==> src/rtl/uart_cmd_decoder.sv <==
// Turns 4-byte uart frames (column, row, char, EOL) into single-cycle screen buffer writes.
// Define CMD_CLEAR_EN to make byte 8'hFF in the column slot start a full-screen clear sweep.
module uart_cmd_decoder #(
  parameter int         N_COL          = 160,
  parameter int         N_ROW          = 60,
  parameter int         N_COL_WIDTH    = 8,
  parameter int         N_ROW_WIDTH    = 6,
  parameter int         N_CHARS_WIDTH  = 7,
  parameter logic [7:0] EOL_CHAR       = 8'h0A,
  parameter int         TIMEOUT_CYCLES = 1000000,
  parameter int         TIMEOUT_WIDTH  = 20
) (
  input  logic                     clk_i,
  input  logic                     rst_i,
  input  logic                     wr_i,
  input  logic [7:0]               data_i,
  output logic                     wr_en_o,
  output logic [N_COL_WIDTH-1:0]   col_w_o,
  output logic [N_ROW_WIDTH-1:0]   row_w_o,
  output logic [N_CHARS_WIDTH-1:0] din_o,
  output logic                     err_o,
  output logic                     busy_o
);

  // state   | meaning
  // S_COL   | idle, next accepted byte is the column
  // S_ROW   | column captured, waiting for row byte
  // S_CHAR  | row captured, char byte triggers the write (or error)
  // S_EOL   | waiting for the end-of-line byte
  // S_CLEAR | clear sweep writing blanks to every cell
  typedef enum logic [2:0] {S_COL, S_ROW, S_CHAR, S_EOL, S_CLEAR} state_t;

  state_t                   state_q, state_d;
  logic                     wr_q, accept, timeout;
  logic                     bad_q, bad_d;
  logic [TIMEOUT_WIDTH-1:0] cnt_q, cnt_d;
  logic [N_COL_WIDTH-1:0]   col_q, col_d, col_w_d;
  logic [N_ROW_WIDTH-1:0]   row_q, row_d, row_w_d;
  logic [N_CHARS_WIDTH-1:0] din_d;
  logic                     wr_en_d, err_d;
  logic [7:0]               col_fold;

`ifdef CMD_CLEAR_EN
  logic busy_q, busy_d;
  assign busy_o = busy_q;
`else
  assign busy_o = 1'b0;
`endif

  assign accept   = wr_i & ~wr_q;
  // a single subtraction suffices: 255 - N_COL is already below N_COL
  assign col_fold = (data_i >= 8'(N_COL)) ? data_i - 8'(N_COL) : data_i;
  assign timeout  = (cnt_q == TIMEOUT_WIDTH'(TIMEOUT_CYCLES - 1));

  always_comb begin
    state_d = state_q;
    cnt_d   = cnt_q;
    bad_d   = bad_q;
    col_d   = col_q;
    row_d   = row_q;
    col_w_d = col_w_o;
    row_w_d = row_w_o;
    din_d   = din_o;
    wr_en_d = 1'b0;
    err_d   = 1'b0;
`ifdef CMD_CLEAR_EN
    busy_d  = 1'b0;
`endif

    // an accept in the timeout cycle takes priority over the resync
    if ((state_q == S_ROW || state_q == S_CHAR || state_q == S_EOL) && !accept) begin
      if (timeout) begin
        state_d = S_COL;
        bad_d   = 1'b0;
        err_d   = 1'b1;
        cnt_d   = '0;
      end else begin
        cnt_d = cnt_q + TIMEOUT_WIDTH'(1);
      end
    end

    case (state_q)
      S_COL: begin
        cnt_d = '0;
        if (accept) begin
`ifdef CMD_CLEAR_EN
          if (data_i == 8'hFF) begin
            state_d = S_CLEAR;
            busy_d  = 1'b1;
            wr_en_d = 1'b1;
            col_w_d = '0;
            row_w_d = '0;
            din_d   = N_CHARS_WIDTH'(8'h20);
          end else
`endif
          begin
            col_d   = N_COL_WIDTH'(col_fold);
            bad_d   = 1'b0;
            state_d = S_ROW;
          end
        end
      end
      S_ROW: begin
        if (accept) begin
          row_d   = data_i[N_ROW_WIDTH-1:0];
          bad_d   = bad_q | (data_i >= 8'(N_ROW));
          cnt_d   = '0;
          state_d = S_CHAR;
        end
      end
      S_CHAR: begin
        if (accept) begin
          if (data_i[7] || bad_q) begin
            err_d = 1'b1;
          end else begin
            wr_en_d = 1'b1;
            col_w_d = col_q;
            row_w_d = row_q;
            din_d   = data_i[N_CHARS_WIDTH-1:0];
          end
          cnt_d   = '0;
          state_d = S_EOL;
        end
      end
      S_EOL: begin
        if (accept) begin
          err_d   = (data_i != EOL_CHAR);
          bad_d   = 1'b0;
          cnt_d   = '0;
          state_d = S_COL;
        end
      end
`ifdef CMD_CLEAR_EN
      S_CLEAR: begin
        err_d = accept;
        // the output cell registers double as the sweep cursor
        if (col_w_o == N_COL_WIDTH'(N_COL - 1) && row_w_o == N_ROW_WIDTH'(N_ROW - 1)) begin
          state_d = S_COL;
        end else begin
          busy_d  = 1'b1;
          wr_en_d = 1'b1;
          din_d   = N_CHARS_WIDTH'(8'h20);
          if (col_w_o == N_COL_WIDTH'(N_COL - 1)) begin
            col_w_d = '0;
            row_w_d = row_w_o + N_ROW_WIDTH'(1);
          end else begin
            col_w_d = col_w_o + N_COL_WIDTH'(1);
          end
        end
      end
`endif
      default: state_d = S_COL;
    endcase
  end

  always_ff @(posedge clk_i) begin
    if (rst_i) begin
      state_q <= S_COL;
      wr_q    <= 1'b0;
      cnt_q   <= '0;
      bad_q   <= 1'b0;
      col_q   <= '0;
      row_q   <= '0;
      col_w_o <= '0;
      row_w_o <= '0;
      din_o   <= '0;
      wr_en_o <= 1'b0;
      err_o   <= 1'b0;
`ifdef CMD_CLEAR_EN
      busy_q  <= 1'b0;
`endif
    end else begin
      state_q <= state_d;
      wr_q    <= wr_i;
      cnt_q   <= cnt_d;
      bad_q   <= bad_d;
      col_q   <= col_d;
      row_q   <= row_d;
      col_w_o <= col_w_d;
      row_w_o <= row_w_d;
      din_o   <= din_d;
      wr_en_o <= wr_en_d;
      err_o   <= err_d;
`ifdef CMD_CLEAR_EN
      busy_q  <= busy_d;
`endif
    end
  end

endmodule

==> config.mk <==
export PLATFORM = sky130hd
export DESIGN_NAME = uart_cmd_decoder
export DESIGN_NICKNAME = d
export VERILOG_FILES = /design/src/rtl/uart_cmd_decoder.sv
export SDC_FILE = /design/constraint.sdc
export NUM_CORES = 1
export LEC_CHECK = 0
export BUFFER_PORTS_ARGS = -buffer_cell sky130_fd_sc_hd__buf_4
export CAP_MARGIN = 15
export CELL_PAD_IN_SITES_DETAIL_PLACEMENT = 2
export CELL_PAD_IN_SITES_GLOBAL_PLACEMENT = 2
export CORE_ASPECT_RATIO = 1.1
export CORE_MARGIN = 5
export CORE_UTILIZATION = 35
export DETAILED_ROUTE_END_ITERATION = 8
export PLACE_DENSITY_LB_ADDON = 0.1
export RECOVER_POWER = 50
export SYNTH_ARGS = -nofsm -noshare
export SYNTH_HDL_FRONTEND = slang
export SYNTH_SLANG_ARGS = --single-unit
==> constraint.sdc <==
create_clock -name clk_i -period 1.9 [get_ports clk_i]
set_input_delay 0.19 -clock clk_i [delete_from_list [all_inputs] [get_ports clk_i]]
set_output_delay 0.19 -clock clk_i [all_outputs]
set_load 0.01 [all_outputs]
==> metrics.csv <==
metric,value,unit
Layout Area Growth over Synthesis,19.4,%
worst-path maximum fanout,12,
P_sw,638,µW
Final setup viols,0,
DR iter-0 viols,44,
outcome,completed,
main flop type after synthesis,dfxtp_1,
post-synthesis adder-cell area fraction,0.934,%
crit start category,register,
Mapped Avg Cell Area,8.85,µm²
max cap viols,0,
Crit. End Element,register,
core area,7470,µm²
Die Span Y,102,µm
pwr dens,812,nW/µm²
Pre-antenna DRT Iters,4,
H-tree depth,3,
clock transition at the registers of the reported paths,70,ps
post-synthesis xor/xnor area fraction,6.21,%
GRT Total Usage,16.6,%
Port Buf Inserts,33,
critical path class,reg2reg,
# DRC,0,
postcts setup bufs,0,
peak supply drop,0.265,mV
hold path start,wr_i,
crit path DAT,2000,ps
Final Hold Fails,0,
final net count,357,
cell area after synthesis,2680,µm²
placed insts,438,
post-synthesis mux area share,4.48,%
Worst Tran Pin Value,865,ps
Compound-Gate Fraction of Synth Area,6.77,%
Post-Route Utilization,42.8,%
number of enable flip-flop cells after synthesis,0,
minimum clock period,1780,ps
Post-DP HPWL,4840,µm
Worst Slack Setup Final,124,ps
Clock Path Buffers,2,
Post-Route WL,7260,µm
Worst Skew,9.61,ps
Worst slew margin,42.3,%
final non-filler cell total,453,
Clock power frac,43.9,%
Netlist cell types,41,
r2r endpoint,cnt_q[8],
Synth Register Bits,62,
Top Ports,35,
share of layout cells above drive strength 1,16.7,%
Comb power frac,5.2,%
Worst Hold Path EP,wr_q,
CTS Buf Count,9,
sequential share of power,50.9,%
FF-to-FF Start,cnt_q[10],
Hold Path Class,in2reg,
post-synthesis sequential area ratio,46.3,%
first-pass GRT wire length,12100,µm
max frequency,563,MHz
Simple-Gate Fraction of Synth Area,30.5,%
overall die width,93.4,µm
Synth warnings,0,
Max Slew Vio Count,0,
vias,2258,
FF/Latch Area,1240,µm²
TritonCTS clock tree,yes,
ys async rst share,0,%
total power draw,2.60,mW
vias per inst,4.98,
largest net degree at the start of global routing,42,
hold depth,2,
clk sinks,62,
Internal,1.96,mW
Leak,1.15,nW
Clock Tree Root,clkbuf_8,
hold buffer count at cts,0,
area of the multi-input gates,1330,µm²
Die ar.,9510,µm²
r2r worst-path depth,6,
hold slack,85.3,ps
switching share of power,24.6,%
Final period util,93.5,%
vias in the first global route,2406,
Fill cells,841,
pre-CTS setup slack,108,ps
Starting Density,35.9,%
n_diodes,0,
largest family of logic cells by synthesized area,simple AND/OR/NAND/NOR gates,
FF-to-FF setup slack,120,ps
initial antenna violation count,0,
Final ANT Viol Nets,0,
gp weighted congestion,0.747,
critical path required time,2130,ps
drt wl/cell,16.0,µm
clk_lat worst skew,350,ps
Cells after Synth,303,
Site Rows,33,
post-cts sizing count,0,
global route overflow,0,
[final cells by class]
type,count,share of cell area (%)
Inverter,3,0.352
Sequential cell,62,38.8
Clock inverter,6,1.99
Timing Repair Buffer,50,9.27
Clock buffer,9,3.87
Multi-Input combinational cell,218,41.6
Tap cell,105,4.10
[layer usage]
metal / vias to the layer above / wire, µm / GRT usage, %
li1: 1106 / - / -
met1: 1118 / 2970 / 18.0
met2: 26 / 3910 / 30.6
met3: 8 / 236 / 3.27
met4: 0 / 139 / 8.12
met5: - / 0 / 0
[power by group through the flow]
stage	clock network [mW]	registers [mW]	logic, mW
global placement	0	1.35	0.132
floorplan	0	1.35	0.0942
finish	1.14	1.32	0.135
global route	1.25	1.32	0.150
detailed placement	0	1.35	0.136
CTS	1.18	1.32	0.139
[logic make-up after synthesis]
kind of cell | Yosys count
AND/OR/NAND/NOR | 150
AO/OA/AOI/OAI | 33
XOR/XNOR | 19
buffers and inverters | 24
multiplexers | 12
flip-flops | 62
other | 1
adder cells (fa/ha/maj) | 2
[worst max-delay path: stages (launching register included)]
cell	delay, ps
dfxtp_1	380
nor4bb_2	370
and4_4	260
and3_1	180
or3_1	150
buf_4	240
nor2_1	80
[registers in the layout, summed over array words and instances (netlist names)]
| name | cells |
|---|---|
| din_o | 7 |
| state_q | 3 |
| wr_en_o | 1 |
| row_w_o | 6 |
| err_o | 1 |
| col_q | 8 |
| row_q | 6 |
| col_w_o | 8 |
| bad_q | 1 |
| cnt_q | 20 |
| wr_q | 1 |
[worst max path at each step]
stage | start | endpoint | slack [ps] | cells past startpoint
CTS | cnt_q[7] | cnt_q[8] | 40 | 6
finish | cnt_q[10] | cnt_q[8] | 120 | 6
floorplan | cnt_q[0] | cnt_q[14] | 180 | 8
global route | cnt_q[10] | cnt_q[2] | -1 | 6
detailed placement | wr_i | col_q[2] | 110 | 7
global placement | wr_i | col_q[4] | 180 | 7
[per-stage QoR]
step	setup TNS [ps]	cell area (µm²)
after floorplan	0	2680
after global placement	0	3090
after detailed placement	0	3090
after CTS	0	3280
after global routing	-1.34	3200
final	0	3200
[Yosys cell counts, types with 3 or more instances]
cell type / n / area share [%]
nor2_4: 10 / 4.2
clkbuf_1: 12 / 1.7
a21oi_1: 26 / 4.9
nand3_1: 13 / 2.4
dfxtp_1: 62 / 46
and3_1: 7 / 1.6
inv_1: 3 / 0.42
nor2_1: 32 / 4.5
or3_1: 4 / 0.93
buf_2: 6 / 1.1
mux2i_1: 12 / 4.5
xnor2_1: 4 / 1.3
xor2_1: 15 / 4.9
nand2_1: 46 / 6.4
and2_1: 4 / 0.93
nand4_1: 12 / 2.8
[layout by cell type, fill, tap and decap left out, drive strengths merged, types with 7 or more instances in the layout]
master and n:
dfxtp 62, nand2 46, nor2 43, clkbuf 34
a21oi 26, buf 25, xor2 15, nand3 13
mux2i 12, nand4 12, and3 7
Power figures use the tool's default switching activity.
